[config.mk]
export PLATFORM = sky130hd
export DESIGN_NAME = dot_accum
export DESIGN_NICKNAME = d
export VERILOG_FILES = /design/src/rtl/dot_accum_pkg.sv /design/src/rtl/dot_accum_fifo.sv /design/src/rtl/dot_accum.sv
export SDC_FILE = /design/constraint.sdc
export NUM_CORES = 1
export LEC_CHECK = 0
export CAP_MARGIN = 40
export CELL_PAD_IN_SITES_DETAIL_PLACEMENT = 0
export CELL_PAD_IN_SITES_GLOBAL_PLACEMENT = 2
export CORE_MARGIN = 5
export CORE_UTILIZATION = 35
export CTS_CLUSTER_SIZE = 16
export DETAILED_ROUTE_END_ITERATION = 8
export HOLD_SLACK_MARGIN = 0.03
export PLACE_DENSITY = 0.92
export SYNTH_ARGS = -nofsm -noshare
export SYNTH_HDL_FRONTEND = slang
export SYNTH_SLANG_ARGS = --single-unit
[constraint.sdc]
create_clock -name clk_i -period 12 [get_ports clk_i]
set_input_delay 2.4 -clock clk_i [delete_from_list [all_inputs] [get_ports clk_i]]
set_output_delay 2.4 -clock clk_i [all_outputs]
set_load 0.02 [all_outputs]
[src/rtl/dot_accum_pkg.sv]
// Shared types and the saturating output formatter for dot_accum.
package dot_accum_pkg;

    localparam int PROD_W    = 64;
    localparam int SAT_MAX_W = 128;

    typedef logic signed [PROD_W-1:0] prod_t;

    typedef struct packed {
        logic                        sat;
        logic signed [SAT_MAX_W-1:0] value;
    } sat_res_t;

    // sum holds an acc_w-bit signed value; result is clamped to the out_w-bit signed range.
    function automatic sat_res_t sat_trunc(input logic signed [SAT_MAX_W-1:0] sum,
                                           input int acc_w,
                                           input int out_w);
        logic signed [SAT_MAX_W-1:0] ext;
        logic signed [SAT_MAX_W-1:0] hi;
        logic signed [SAT_MAX_W-1:0] lo;
        sat_res_t                    res;
        ext = (sum <<< (SAT_MAX_W - acc_w)) >>> (SAT_MAX_W - acc_w);
        hi  = $signed((128'd1 << (out_w - 1)) - 128'd1);
        lo  = -hi - 128'sd1;
        res.sat = 1'b0;
        res.value = ext;
        if (ext > hi) begin
            res.sat   = 1'b1;
            res.value = hi;
        end else if (ext < lo) begin
            res.sat   = 1'b1;
            res.value = lo;
        end
        return res;
    endfunction

endpackage

[src/rtl/dot_accum_fifo.sv]
// Small synchronous FIFO; a push into a full FIFO is accepted when a pop happens in the same cycle.
module dot_accum_fifo #(
    parameter int WIDTH = 64,
    parameter int DEPTH = 2
) (
    input  logic             clk_i,
    input  logic             rst_i,
    input  logic             push_i,
    input  logic             pop_i,
    input  logic [WIDTH-1:0] data_i,
    output logic [WIDTH-1:0] data_o,
    output logic             full_o,
    output logic             empty_o
);

    localparam int PTR_W = (DEPTH > 1) ? $clog2(DEPTH) : 1;
    localparam int CNT_W = $clog2(DEPTH + 1);

    logic [WIDTH-1:0] mem_q [DEPTH];
    logic [WIDTH-1:0] mem_d [DEPTH];
    logic [PTR_W-1:0] rd_q, rd_d, wr_q, wr_d;
    logic [CNT_W-1:0] cnt_q, cnt_d;
    logic             push_eff, pop_eff;

    assign empty_o = (cnt_q == '0);
    assign full_o  = (cnt_q == CNT_W'(DEPTH));
    // Empty FIFO presents zero rather than stale contents.
    assign data_o  = empty_o ? '0 : mem_q[rd_q];

    always_comb begin
        mem_d    = mem_q;
        rd_d     = rd_q;
        wr_d     = wr_q;
        cnt_d    = cnt_q;
        pop_eff  = pop_i && !empty_o;
        push_eff = push_i && (!full_o || pop_eff);
        if (push_eff) begin
            mem_d[wr_q] = data_i;
            wr_d = (wr_q == PTR_W'(DEPTH - 1)) ? '0 : wr_q + PTR_W'(1);
        end
        if (pop_eff) begin
            rd_d = (rd_q == PTR_W'(DEPTH - 1)) ? '0 : rd_q + PTR_W'(1);
        end
        if (push_eff && !pop_eff) begin
            cnt_d = cnt_q + CNT_W'(1);
        end else if (pop_eff && !push_eff) begin
            cnt_d = cnt_q - CNT_W'(1);
        end
    end

    always_ff @(posedge clk_i) begin
        if (rst_i) begin
            mem_q <= '{default: '0};
            rd_q  <= '0;
            wr_q  <= '0;
            cnt_q <= '0;
        end else begin
            mem_q <= mem_d;
            rd_q  <= rd_d;
            wr_q  <= wr_d;
            cnt_q <= cnt_d;
        end
    end

endmodule

[src/rtl/dot_accum.sv]
// Accumulates VEC_LEN valid products into dot-product sums queued in an output FIFO.
// Optional saturation of the output sum is enabled by defining DOT_ACCUM_SAT_EN.
module dot_accum
    import dot_accum_pkg::*;
#(
    parameter int VEC_LEN   = 8,
    parameter int ACC_W     = 72,
    parameter int OUT_W     = 64,
    parameter int OUT_DEPTH = 2
) (
    input  logic                         clk_i,
    input  logic                         rst_i,
    input  logic                         in_valid_i,
    input  prod_t                        in_product_i,
    output logic                         out_valid_o,
    input  logic                         out_ready_i,
    output logic [OUT_W-1:0]             out_sum_o,
    output logic                         out_sat_o,
    output logic [$clog2(VEC_LEN):0]     elem_idx_o,
    output logic                         drop_o
);

    localparam int IDX_W = $clog2(VEC_LEN) + 1;
`ifdef DOT_ACCUM_SAT_EN
    localparam int ENT_W = OUT_W + 1;
`else
    localparam int ENT_W = OUT_W;
`endif

    if (VEC_LEN < 1 || ACC_W < PROD_W + $clog2(VEC_LEN) || OUT_W > ACC_W ||
        ACC_W > SAT_MAX_W || OUT_DEPTH < 1) begin : g_bad_cfg
        $error("dot_accum: illegal parameter combination");
    end

    logic signed [ACC_W-1:0] acc_q, acc_d, sum_next, prod_ext;
    logic [IDX_W-1:0]        idx_q, idx_d;
    logic                    drop_q, drop_d;
    logic                    push, pop, fifo_full, fifo_empty;
    logic [ENT_W-1:0]        push_data, head_data;
`ifdef DOT_ACCUM_SAT_EN
    sat_res_t                fmt;
`endif

    always_comb begin
        prod_ext = ACC_W'(in_product_i);
        sum_next = ((idx_q == '0) ? '0 : acc_q) + prod_ext;
        acc_d    = acc_q;
        idx_d    = idx_q;
        push     = 1'b0;
        if (in_valid_i) begin
            acc_d = sum_next;
            if (idx_q == IDX_W'(VEC_LEN - 1)) begin
                idx_d = '0;
                push  = 1'b1;
            end else begin
                idx_d = idx_q + IDX_W'(1);
            end
        end
        pop    = !fifo_empty && out_ready_i;
        drop_d = drop_q | (push & fifo_full & ~pop);
`ifdef DOT_ACCUM_SAT_EN
        fmt       = sat_trunc(SAT_MAX_W'(sum_next), ACC_W, OUT_W);
        push_data = {fmt.sat, fmt.value[OUT_W-1:0]};
`else
        push_data = sum_next[OUT_W-1:0];
`endif
    end

    always_ff @(posedge clk_i) begin
        if (rst_i) begin
            acc_q  <= '0;
            idx_q  <= '0;
            drop_q <= 1'b0;
        end else begin
            acc_q  <= acc_d;
            idx_q  <= idx_d;
            drop_q <= drop_d;
        end
    end

    dot_accum_fifo #(
        .WIDTH (ENT_W),
        .DEPTH (OUT_DEPTH)
    ) u_fifo (
        .clk_i   (clk_i),
        .rst_i   (rst_i),
        .push_i  (push),
        .pop_i   (pop),
        .data_i  (push_data),
        .data_o  (head_data),
        .full_o  (fifo_full),
        .empty_o (fifo_empty)
    );

    assign out_valid_o = !fifo_empty;
    assign out_sum_o   = head_data[OUT_W-1:0];
    assign elem_idx_o  = idx_q;
    assign drop_o      = drop_q;
`ifdef DOT_ACCUM_SAT_EN
    assign out_sat_o   = head_data[OUT_W];
`else
    assign out_sat_o   = 1'b0;
`endif

endmodule

==> results of run 1 <==
area by class of cell:
class / instances / area, µm² / share of cell area, %
clock buffers: 28 / 647 / 4.42
repair buffers: 150 / 1500 / 10.3
flip-flops and latches: 201 / 4030 / 27.5
clock inverters: 14 / 111 / 0.760
inverters: 20 / 75.1 / 0.513
multi-input cells: 1191 / 7710 / 52.7
well taps: 455 / 569 / 3.89
Yosys cell counts, types with 20 or more instances:
cell      count  area (µm²)
nand2b_1     25         156
nor2_1      166         623
a21oi_1     127         636
nand3_1      26         130
mux2i_1     107        1070
xnor2_1      38         333
nor2b_1      71         444
nand4_1      22         138
nand2_1     169         634
dfxtp_1     201        4020
inv_1        20        75.1
xor2_1       23         201
ha_1         66         826
clkbuf_1     74         278
o21ai_0      75         375
a22o_1       41         359
kinds of logic after synthesis:
kind of cell / after synthesis
and+or+nand+nor: 573
AOI/OAI and AO/OA: 381
DFF: 201
buffers and inverters: 125
muxes: 108
adders and majority gates: 67
xor gates and xnor gates: 61
other: 1
cells in the final DEF (no fill, tap or decap), drive strengths merged, types with 9 or more instances in the layout:
| cell type | count |
|---|---|
| xnor2 | 38 |
| or3 | 13 |
| nor3b | 11 |
| a31oi | 10 |
| xor2 | 23 |
| a22o | 41 |
| a21o | 19 |
| o21ai | 86 |
| nand3 | 26 |
| nand2b | 25 |
| clkbuf | 28 |
| o21a | 10 |
| nand4 | 22 |
| nand2 | 172 |
| buf | 15 |
| o21bai | 13 |
| nor3 | 19 |
| nor2b | 71 |
| o211ai | 9 |
| a211oi | 12 |
| nand3b | 14 |
| inv | 21 |
| mux2i | 107 |
| clkdlybuf4s50 | 135 |
| ha | 66 |
| nor2 | 166 |
| dfxtp | 201 |
| o22ai | 12 |
| a21oi | 129 |
critical path, cell delays in order:
cell and delay (ns):
clkdlybuf4s50_1 0.46, ha_1 0.42, a21oi_1 0.22, o21ai_0 0.15, or3_1 0.38, nor3_1 0.44
o21a_1 0.33, o221ai_1 0.24, o311a_1 0.34, o311ai_1 0.40, o22ai_1 0.12
power by group:
group          total, mW  internal [mW]  switching [mW]
registers          0.701          0.690          0.0112
logic              0.334          0.128           0.206
clock network      0.704          0.407           0.296
final timing paths:
path / endpoint / slack [ns] / cells after the start
worst min register to register: u_fifo.mem_q[98] / 0.45 / 2
worst min-delay path: u_fifo.mem_q[98] / 0.45 / 2
worst max register to register: acc_q[62] / 7.22 / 15
worst max-delay path: acc_q[62] / 6.47 / 11
through the flow:
stage	setup WS (ns)	area (µm²)	hold slack [ns]	util, %	total power, mW
3_3_place_gp	6.11	13800	0.435	40.1	1.04
6_report	6.47	14600	0.451	42.5	1.74
2_1_floorplan	7.04	12200	0.425	-	0.947
5_1_grt	6.24	14600	0.466	42.5	1.83
3_5_place_dp	6.01	13900	0.444	40.3	1.05
4_1_cts	6.53	14600	0.452	42.5	1.76
flip-flops by register name, indices dropped and copies added, names as in the netlist:
signal	cells
u_fifo.cnt_q	2
acc_q	64
u_fifo.mem_q	128
u_fifo.rd_q	1
u_fifo.wr_q	1
drop_o	1
elem_idx_o	4
layer usage:
layer | GRT usage, % | routed length (µm)
met1 | 25.4 | 17400
met2 | 31.7 | 17400
met3 | 2.75 | 1520
met4 | 4.34 | 828
met5 | 0 | 0
==> Flow_metrics.wiki, run 1 <==
{| class="wikitable"
! Metric !! Value
|-
| Horiz. Die Dim || 197 µm
|-
| Setup TNS || 0 ns
|-
| Status || complete, no violations
|-
| Final setup skew || 0.00869 ns
|-
| Detailed Place HPWL || 26500 µm
|-
| H-Tree Depth || 1
|-
| Hold Path Class || flip-flop to flip-flop
|-
| Hold path start || u_fifo.mem_q[98]
|-
| Clk buf depth || 3
|-
| Clock root cell || clkbuf_16
|-
| Type of element capturing the critical path || flip-flop
|-
| Gate count of the mapped netlist || 1517
|-
| Routed via count || 11000
|-
| GP Congestion || 0.871
|-
| Worst skew pair latency || 0.52 ns
|-
| ANT cells || 0
|-
| Initial Utilization || 35.4%
|-
| Number of max-cap violations || 0
|-
| Post-Synth Adder-Cell Area || 6.94%
|-
| Post-synth ARST share || 0%
|-
| Setup repair after global routing missed its margin || false
|-
| Area added between synthesis and finish || 20.1%
|-
| I/O pin count || 139
|-
| Critical path class || input pin to flip-flop
|-
| Clk sink count || 201
|-
| Main combinational cell family by area after synthesis || simple AND/OR/NAND/NOR gates
|-
| Vias per std cell || 5.36
|-
| Fraction of the cycle the final worst path needs || 46.1%
|-
| Share of the synthesized area in compound gates (AO/OA/AOI/OAI) || 20.0%
|-
| Height of the die || 197 µm
|-
| Cell area power density || 119 nW/µm²
|-
| Maximum clock rate || 181 MHz
|-
| Maximum number of pins on one net before global-route repair || 74
|-
| Clock tree from TritonCTS || built
|-
| DRT Pass-1 Iters || 5
|-
| Most common flop cell mapped by yosys || dfxtp_1
|-
| Standard-cell row count || 68
|-
| DP Cell Count || 2017
|-
| Simple-gate share of the synthesized area || 22.7%
|-
| Peak supply drop || 0.0961 mV
|-
| Signal arrival time at the worst endpoint || 5.90 ns
|-
| FF+latch count, synth || 201
|-
| Finish-stage setup viols || 0
|-
| Clock edge transition at the registers on the reported setup and hold paths || 0.06 ns
|-
| Routed wire length || 37200 µm
|-
| Yosys Warn Count || 0
|-
| Net count after synthesis || 1652
|-
| Via count of the first global-routing pass || 10900
|-
| Highest fanout seen on the critical path || 7
|-
| Netlist area before placement || 12200 µm²
|-
| CP Launch Type || input pin
|-
| Fin crit period || 5.53 ns
|-
| Sequential area share after synthesis || 33.0%
|-
| Relative slew slack || 45.4%
|-
| Required time at the endpoint of the critical path || 12.37 ns
|-
| Syn Area/Cell || 8.04 µm²
|-
| Leak pwr || 5.32 nW
|-
| DR DRC count || 0
|-
| XOR/XNOR share of the synthesized area || 4.38%
|-
| Slew of the pin with the lowest slew margin || 0.818 ns
|-
| Layout filler cell count || 3568
|-
| Number of antenna violations at the first check in global routing || 0
|-
| Fraction of final layout cells sized beyond drive strength 1 || 4.86%
|-
| Global-route wire length before repair || 59700 µm
|-
| Share of synthesized area spent on multiplexers || 8.88%
|-
| Resized Gates After CTS || 0
|-
| Number of enable flip-flop cells after synthesis || 0
|-
| Port buffer count || 137
|-
| GRT Util Overall || 18.7%
|-
| Endpoints failing hold || 0
|-
| Number of design-rule violations left by the first detailed-router iteration || 517
|-
| Post-detailed-route wirelength per cell || 18.1 µm
|-
| Post-route ant nets || 0
|-
| Count of hold-fix buffers inserted at cts || 0
|-
| Core footprint || 34500 µm²
|-
| Origin of the worst setup path || in_product_i[21]
|-
| Post-CTS Repair Setup Buffers || 0
|-
| Filler-free cell count of the finished design || 2059
|-
| Max-slew violation count || 0
|-
| Clock buffers created by TritonCTS || 24
|-
| Number of nets at the end of the flow || 1723
|-
| Final global-route overflow total || 0
|-
| Count of distinct cell types in the synthesized netlist || 68
|-
| R2R Path Start || elem_idx_o[0]
|-
| Die area || 38700 µm²
|}
Power figures use the tool's default switching activity.
==> run 2: changes to the inputs <==
--- a/config.mk
+++ b/config.mk
@@ -9,11 +9,11 @@
 export CELL_PAD_IN_SITES_DETAIL_PLACEMENT = 0
 export CELL_PAD_IN_SITES_GLOBAL_PLACEMENT = 2
 export CORE_MARGIN = 5
-export CORE_UTILIZATION = 35
+export CORE_UTILIZATION = 34
 export CTS_CLUSTER_SIZE = 16
 export DETAILED_ROUTE_END_ITERATION = 8
 export HOLD_SLACK_MARGIN = 0.03
-export PLACE_DENSITY = 0.92
+export PLACE_DENSITY = 0.9
 export SYNTH_ARGS = -nofsm -noshare
 export SYNTH_HDL_FRONTEND = slang
 export SYNTH_SLANG_ARGS = --single-unit
==> constraint.sdc (replaced) <==
create_clock -name clk_i -period 5.8 [get_ports clk_i]
set_input_delay 1.16 -clock clk_i [delete_from_list [all_inputs] [get_ports clk_i]]
set_output_delay 1.16 -clock clk_i [all_outputs]
set_load 0.02 [all_outputs]
==> run 2 against run 1 <==
Effect of this change: utilization decreased by 0.49 points; flip-flop and latch count unchanged; clock skew increased by 0.013 ns; non-clock buffer count increased by 3; sequential power increased by 110%; cell area increased by 1.8%; sequential share of layout area decreased by 0.48 points; routed wire length increased by 1.4%; via count about the same.
==> Flow_metrics.wiki, run 2 (synthesis gave the netlist of run 1 again) <==
{| class="wikitable"
! Metric !! Value
|-
| Status || complete, no violations
|-
| Resized Gates After CTS || 0
|-
| Slew of the pin with the lowest slew margin || 0.901 ns
|-
| Setup slack of the most critical reg-to-reg path || 1.22 ns
|-
| Cell at the slowest stage of the critical path || nor3_1
|-
| Number of antenna violations at the first check in global routing || 0
|-
| Number of max-cap violations || 0
|-
| DRT Pass-1 Iters || 5
|-
| Number of design-rule violations left by the first detailed-router iteration || 516
|-
| Signal arrival time at the worst endpoint || 4.97 ns
|-
| Worst hold endpoint || u_fifo.mem_q[62]
|-
| Worst skew pair latency || 0.53 ns
|-
| Endpoints failing hold || 0
|-
| Clock tree from TritonCTS || built
|-
| Global-route wire length before repair || 60100 µm
|-
| Dominant cell type by count on the critical path || ha_1
|-
| Vias per std cell || 5.33
|-
| Height of the die || 199 µm
|-
| Number of nets at the end of the flow || 1727
|-
| Leak pwr || 5.45 nW
|-
| Setup TNS || 0 ns
|-
| Most frequent standard cell in the layout excluding fill and tap cells || dfxtp_1
|-
| Slowest Stage Delay on Critical Path || 0.52 ns
|-
| Maximum clock rate || 218 MHz
|-
| Post-CTS Repair Setup Buffers || 0
|-
| Final setup skew || 0.0216 ns
|-
| Clk sink count || 201
|-
| Standard-cell row count || 69
|-
| Routed via count || 11000
|-
| Core footprint || 35500 µm²
|-
| Cell area power density || 261 nW/µm²
|-
| Via count of the first global-routing pass || 10800
|-
| R2R Path Start || elem_idx_o[0]
|-
| Die area || 39700 µm²
|-
| CP Launch Type || flip-flop
|-
| Finish-stage setup viols || 0
|-
| Max-slew violation count || 0
|-
| Top reg by flops || u_fifo.mem_q
|-
| Chain of cells forming the critical path || inv_1, ha_1, nor3b_2, buf_12, nor2b_1, ha_1, a21oi_1, o21ai_0, or3_1, nor3_1, o21a_1, o221ai_1, o311a_1, o311ai_1, o21ai_1
|-
| GRT Util Overall || 18.6%
|-
| Cell depth of the worst min-delay path || 2
|-
| DR DRC count || 0
|-
| Critical path class || flip-flop to flip-flop
|-
| Clock root cell || clkbuf_16
|-
| Hold path start || u_fifo.mem_q[62]
|-
| Horiz. Die Dim || 199 µm
|-
| Relative slew slack || 39.9%
|-
| Area added between synthesis and finish || 22.3%
|-
| Peak supply drop || 0.189 mV
|-
| Logic depth of the worst register-to-register path || 15
|-
| Detailed Place HPWL || 26900 µm
|-
| Clk buf depth || 3
|-
| Setup WS pre-CTS || 0.976 ns
|-
| Fraction of the cycle the final worst path needs || 79.0%
|-
| Type of element capturing the critical path || flip-flop
|-
| Routed wire length || 37700 µm
|-
| Highest fanout seen on the critical path || 64
|-
| Post-detailed-route wirelength per cell || 18.2 µm
|-
| Port buffer count || 137
|-
| Setup repair after global routing missed its margin || false
|-
| Count of hold-fix buffers inserted at cts || 0
|-
| Clock buffers created by TritonCTS || 25
|-
| H-Tree Depth || 1
|-
| Hold Path Class || flip-flop to flip-flop
|-
| Clock edge transition at the registers on the reported setup and hold paths || 0.06 ns
|-
| Flip-flop count of the largest register, all copies and words added || 128
|-
| ANT cells || 0
|-
| Maximum number of pins on one net before global-route repair || 82
|-
| Fraction of final layout cells sized beyond drive strength 1 || 5.22%
|-
| Commonest non-fill, non-tap cells in the layout || dfxtp_1, nand2_1, nor2_1
|-
| Final global-route overflow total || 0
|-
| Required time at the endpoint of the critical path || 6.19 ns
|-
| Crit Reg-Reg Endpoint || u_fifo.mem_q[126]
|-
| Setup ws final || 1.22 ns
|-
| Initial Utilization || 34.4%
|-
| Overall power consumption || 3.89 mW
|-
| I/O pin count || 139
|-
| GP Congestion || 0.893
|-
| Fin crit period || 4.58 ns
|-
| Post-route ant nets || 0
|}
run 2: changes by cell type in the layout (fill, tap and decap cells not counted):
cell        before  now
clkinvlp_4       5    1
buf_12           0    2
clkbuf_8         1    4
buf_4           13   12
buf_16           2    4
clkinv_4         0    3
bufinv_16        1    6
clkinv_2         7    3
run 2: critical path: cells and delay by family, from the launching register on:
family / cells / cell delay (ns)
compound gates: 7 / 1.82
fa+ha+maj: 2 / 0.54
buf+inv: 2 / 0.38
flops: 1 / 0.35
simple gates: 4 / 1.25
run 2: layout make-up:
type	instances	area, µm²
repair buffers	153	1590
clock buffers	31	688
well taps	461	577
fillers	3598	20600
clock inverters	14	238
multi-input cells	1191	7710
inverters	20	75.1
flip-flops and latches	201	4030
run 2: worst max-delay path by stage:
| stage | endpoint | slack (ns) | cells after the start | startpoint |
|---|---|---|---|---|
| floorplan | u_fifo.mem_q[108] | 1.65 | 17 | elem_idx_o[0] |
| global placement | acc_q[62] | 1.10 | 12 | in_product_i[0] |
| CTS | u_fifo.mem_q[108] | 1.30 | 17 | elem_idx_o[0] |
| detailed placement | u_fifo.mem_q[126] | 0.98 | 11 | in_product_i[21] |
| global route | u_fifo.mem_q[108] | 0.93 | 17 | elem_idx_o[0] |
| finish | u_fifo.mem_q[126] | 1.22 | 15 | elem_idx_o[0] |
run 2: report_power, final:
group / total [mW] / internal, mW / switching (mW)
Sequential: 1.45 / 1.43 / 0.0230
Combinational: 0.695 / 0.270 / 0.425
Clock: 1.75 / 1.11 / 0.639
Total: 3.89 / 2.81 / 1.09
run 2: routing by layer:
layer | vias up | track usage (%) | share of wire (%)
li1 | 5538 | - | -
met1 | 5213 | 25.8 | 47
met2 | 244 | 31.3 | 47
met3 | 38 | 2.43 | 4.6
met4 | 0 | 3.32 | 1.8
met5 | - | 0 | 0
run 2: per-stage QoR:
step                util [%]  hold slack, ns  area (µm²)  cells
finish                  42.0           0.451       14900   2071
global route            42.0           0.471       14900   2071
CTS                     42.0           0.453       14900   2071
detailed placement      39.4           0.442       14000   2026
global placement        39.0           0.434       13900   2021
floorplan                  -           0.425       12200   1517
==> run 3: changes to the inputs <==
--- a/config.mk
+++ b/config.mk
@@ -9,11 +9,11 @@
 export CELL_PAD_IN_SITES_DETAIL_PLACEMENT = 0
 export CELL_PAD_IN_SITES_GLOBAL_PLACEMENT = 2
 export CORE_MARGIN = 5
-export CORE_UTILIZATION = 34
+export CORE_UTILIZATION = 31
 export CTS_CLUSTER_SIZE = 16
 export DETAILED_ROUTE_END_ITERATION = 8
 export HOLD_SLACK_MARGIN = 0.03
-export PLACE_DENSITY = 0.9
+export PLACE_DENSITY = 0.87
 export SYNTH_ARGS = -nofsm -noshare
 export SYNTH_HDL_FRONTEND = slang
 export SYNTH_SLANG_ARGS = --single-unit
==> constraint.sdc (replaced) <==
create_clock -name clk_i -period 4.2 [get_ports clk_i]
set_input_delay 0.84 -clock clk_i [delete_from_list [all_inputs] [get_ports clk_i]]
set_output_delay 0.84 -clock clk_i [all_outputs]
set_load 0.02 [all_outputs]
==> run 3 against run 2 <==
Effect of this change: sequential power is 38% higher; routed wire length grew 5.5%; non-clock buffer count grew 65; count of clock-buffer cells in the layout decreased by 3; clock skew increased by 0.0056 ns; cell count rose by 5.6%; utilization fell by 2.1 points; register-to-register slack lost 1.0 ns; setup slack got worse by 1.0 ns; critical path depth up 2; cell area is 3.7% higher; via count rose by 2.9%; largest cell class unchanged.
==> Flow_metrics.wiki, run 3 (synthesis gave the netlist of run 1 again) <==
{| class="wikitable"
! Metric !! Value
|-
| Clock root cell || clkbuf_16
|-
| Post-detailed-route wirelength per cell || 18.2 µm
|-
| Required time at the endpoint of the critical path || 4.62 ns
|-
| Core footprint || 38700 µm²
|-
| Worst hold endpoint || u_fifo.mem_q[62]
|-
| Height of the die || 208 µm
|-
| Max-slew violation count || 0
|-
| Port buffer count || 137
|-
| Via count of the first global-routing pass || 11200
|-
| Filler-free cell count of the finished design || 2188
|-
| Leak pwr || 5.72 nW
|-
| H-Tree Depth || 1
|-
| Count of hold-fix buffers inserted at cts || 0
|-
| Signal arrival time at the worst endpoint || 4.44 ns
|-
| Cell depth of the worst min-delay path || 2
|-
| DRT Pass-1 Iters || 5
|-
| Crit Reg-Reg Endpoint || u_fifo.mem_q[51]
|-
| Type of element capturing the critical path || flip-flop
|-
| Peak supply drop || 0.286 mV
|-
| Global-route wire length before repair || 62300 µm
|-
| Layout filler cell count || 4033
|-
| Hold Path Class || flip-flop to flip-flop
|-
| Clock edge transition at the registers on the reported setup and hold paths || 0.06 ns
|-
| Number of antenna violations at the first check in global routing || 0
|-
| Cell area power density || 342 nW/µm²
|-
| Flip-flop count of the largest register, all copies and words added || 128
|-
| Top reg by flops || u_fifo.mem_q
|-
| Final setup skew || 0.0272 ns
|-
| Commonest non-fill, non-tap cells in the layout || dfxtp_1, nand2_1, nor2_1
|-
| Maximum clock rate || 249 MHz
|-
| Hold path start || u_fifo.mem_q[62]
|-
| Final global-route overflow total || 0
|-
| Clk buf depth || 3
|-
| DP Cell Count || 2143
|-
| Standard-cell row count || 72
|-
| Routed wire length || 39800 µm
|-
| Horiz. Die Dim || 208 µm
|-
| Routed via count || 11400
|-
| Area added between synthesis and finish || 26.9%
|-
| Fraction of final layout cells sized beyond drive strength 1 || 9.52%
|-
| Fraction of the cycle the final worst path needs || 95.6%
|-
| CP Launch Type || flip-flop
|-
| Most frequent standard cell in the layout excluding fill and tap cells || dfxtp_1
|-
| Final hold slack || 0.451 ns
|-
| Setup TNS || 0 ns
|-
| Endpoints failing hold || 0
|-
| Finish-stage setup viols || 0
|-
| Critical path class || flip-flop to flip-flop
|-
| Status || complete, no violations
|-
| Vias per std cell || 5.19
|-
| Initial Utilization || 31.5%
|-
| Clk sink count || 201
|-
| GP Congestion || 0.890
|-
| Number of max-cap violations || 0
|-
| Highest fanout seen on the critical path || 19
|-
| Slew of the pin with the lowest slew margin || 0.896 ns
|-
| Overall power consumption || 5.30 mW
|-
| ANT cells || 0
|-
| Clock buffers created by TritonCTS || 23
|-
| Clock tree from TritonCTS || built
|-
| I/O pin count || 139
|-
| GRT Util Overall || 17.4%
|-
| Number of nets at the end of the flow || 1790
|-
| Relative slew slack || 40.2%
|-
| DR DRC count || 0
|-
| Detailed Place HPWL || 28800 µm
|-
| Die area || 43400 µm²
|-
| Share of the core filled with cells || 39.9%
|-
| Post-route ant nets || 0
|-
| Fin crit period || 4.02 ns
|-
| R2R Path Start || elem_idx_o[1]
|-
| Logic depth of the worst register-to-register path || 17
|-
| Setup slack of the most critical reg-to-reg path || 0.18 ns
|-
| Worst skew pair latency || 0.54 ns
|-
| Maximum number of pins on one net before global-route repair || 83
|-
| Number of design-rule violations left by the first detailed-router iteration || 688
|}
[run 3: layout make-up]
cell class,instances,area (µm²),share of cell area [%]
sequential,201,4030,26.0
multi-input combinational,1191,7820,50.6
inverter,20,75.1,0.485
clock inverter,12,179,1.16
clock buffer,28,656,4.24
tap,518,648,4.19
timing repair buffer,218,2060,13.3
[run 3: worst max-delay path by stage]
stage	from	slack, ns	end
2_1_floorplan	elem_idx_o[0]	0.05	u_fifo.mem_q[108]
3_3_place_gp	in_product_i[0]	-0.02	u_fifo.mem_q[40]
3_5_place_dp	in_product_i[0]	-0.04	u_fifo.mem_q[40]
4_1_cts	elem_idx_o[1]	0.06	u_fifo.mem_q[40]
5_1_grt	elem_idx_o[1]	-0.06	u_fifo.mem_q[121]
6_report	elem_idx_o[1]	0.18	u_fifo.mem_q[51]
[run 3: what timing repair did]
action                     4_1_cts  5_1_grt
setup buffers                    0        4
resized for setup                0       21
setup endpoints to repair        0       50
[run 3: report_power, final]
part / switching, mW / internal [mW] / leakage [nW]
sequential: 0.0320 / 1.97 / 1.63
clock: 0.857 / 1.36 / 0.396
combinational: 0.631 / 0.448 / 3.69
total: 1.52 / 3.78 / 5.72
[run 3: worst max-delay path: stages, from the launching register on]
cell and delay, ns:
dfxtp_1 0.34, inv_1 0.07, ha_1 0.13, nor3b_4 0.23, buf_4 0.19, buf_8 0.18, nor2b_1 0.07, ha_1 0.32
a211oi_1 0.32, nor2_1 0.12, o211ai_1 0.23, nand3_2 0.20, o211ai_1 0.36, a21oi_2 0.12, o21bai_2 0.23, a21boi_1 0.20
or3_1 0.34, a32o_1 0.26
[run 3: per-stage QoR]
step                cell area (µm²)  setup WS (ns)
floorplan                     12200         0.0509
global placement              14500        -0.0214
detailed placement            14500        -0.0393
CTS                           15300         0.0578
global route                  15500        -0.0619
finish                        15500          0.184
[run 3: per-layer routing]
| layer | vias to the layer above | global-route usage (%) | part of all wire (%) |
|---|---|---|---|
| met5 | - | 0 | 0 |
| met4 | 0 | 3.35 | 1.7 |
| met3 | 42 | 2.62 | 4.6 |
| met2 | 261 | 29.4 | 46 |
| met1 | 5416 | 23.7 | 47 |
| li1 | 5638 | - | - |
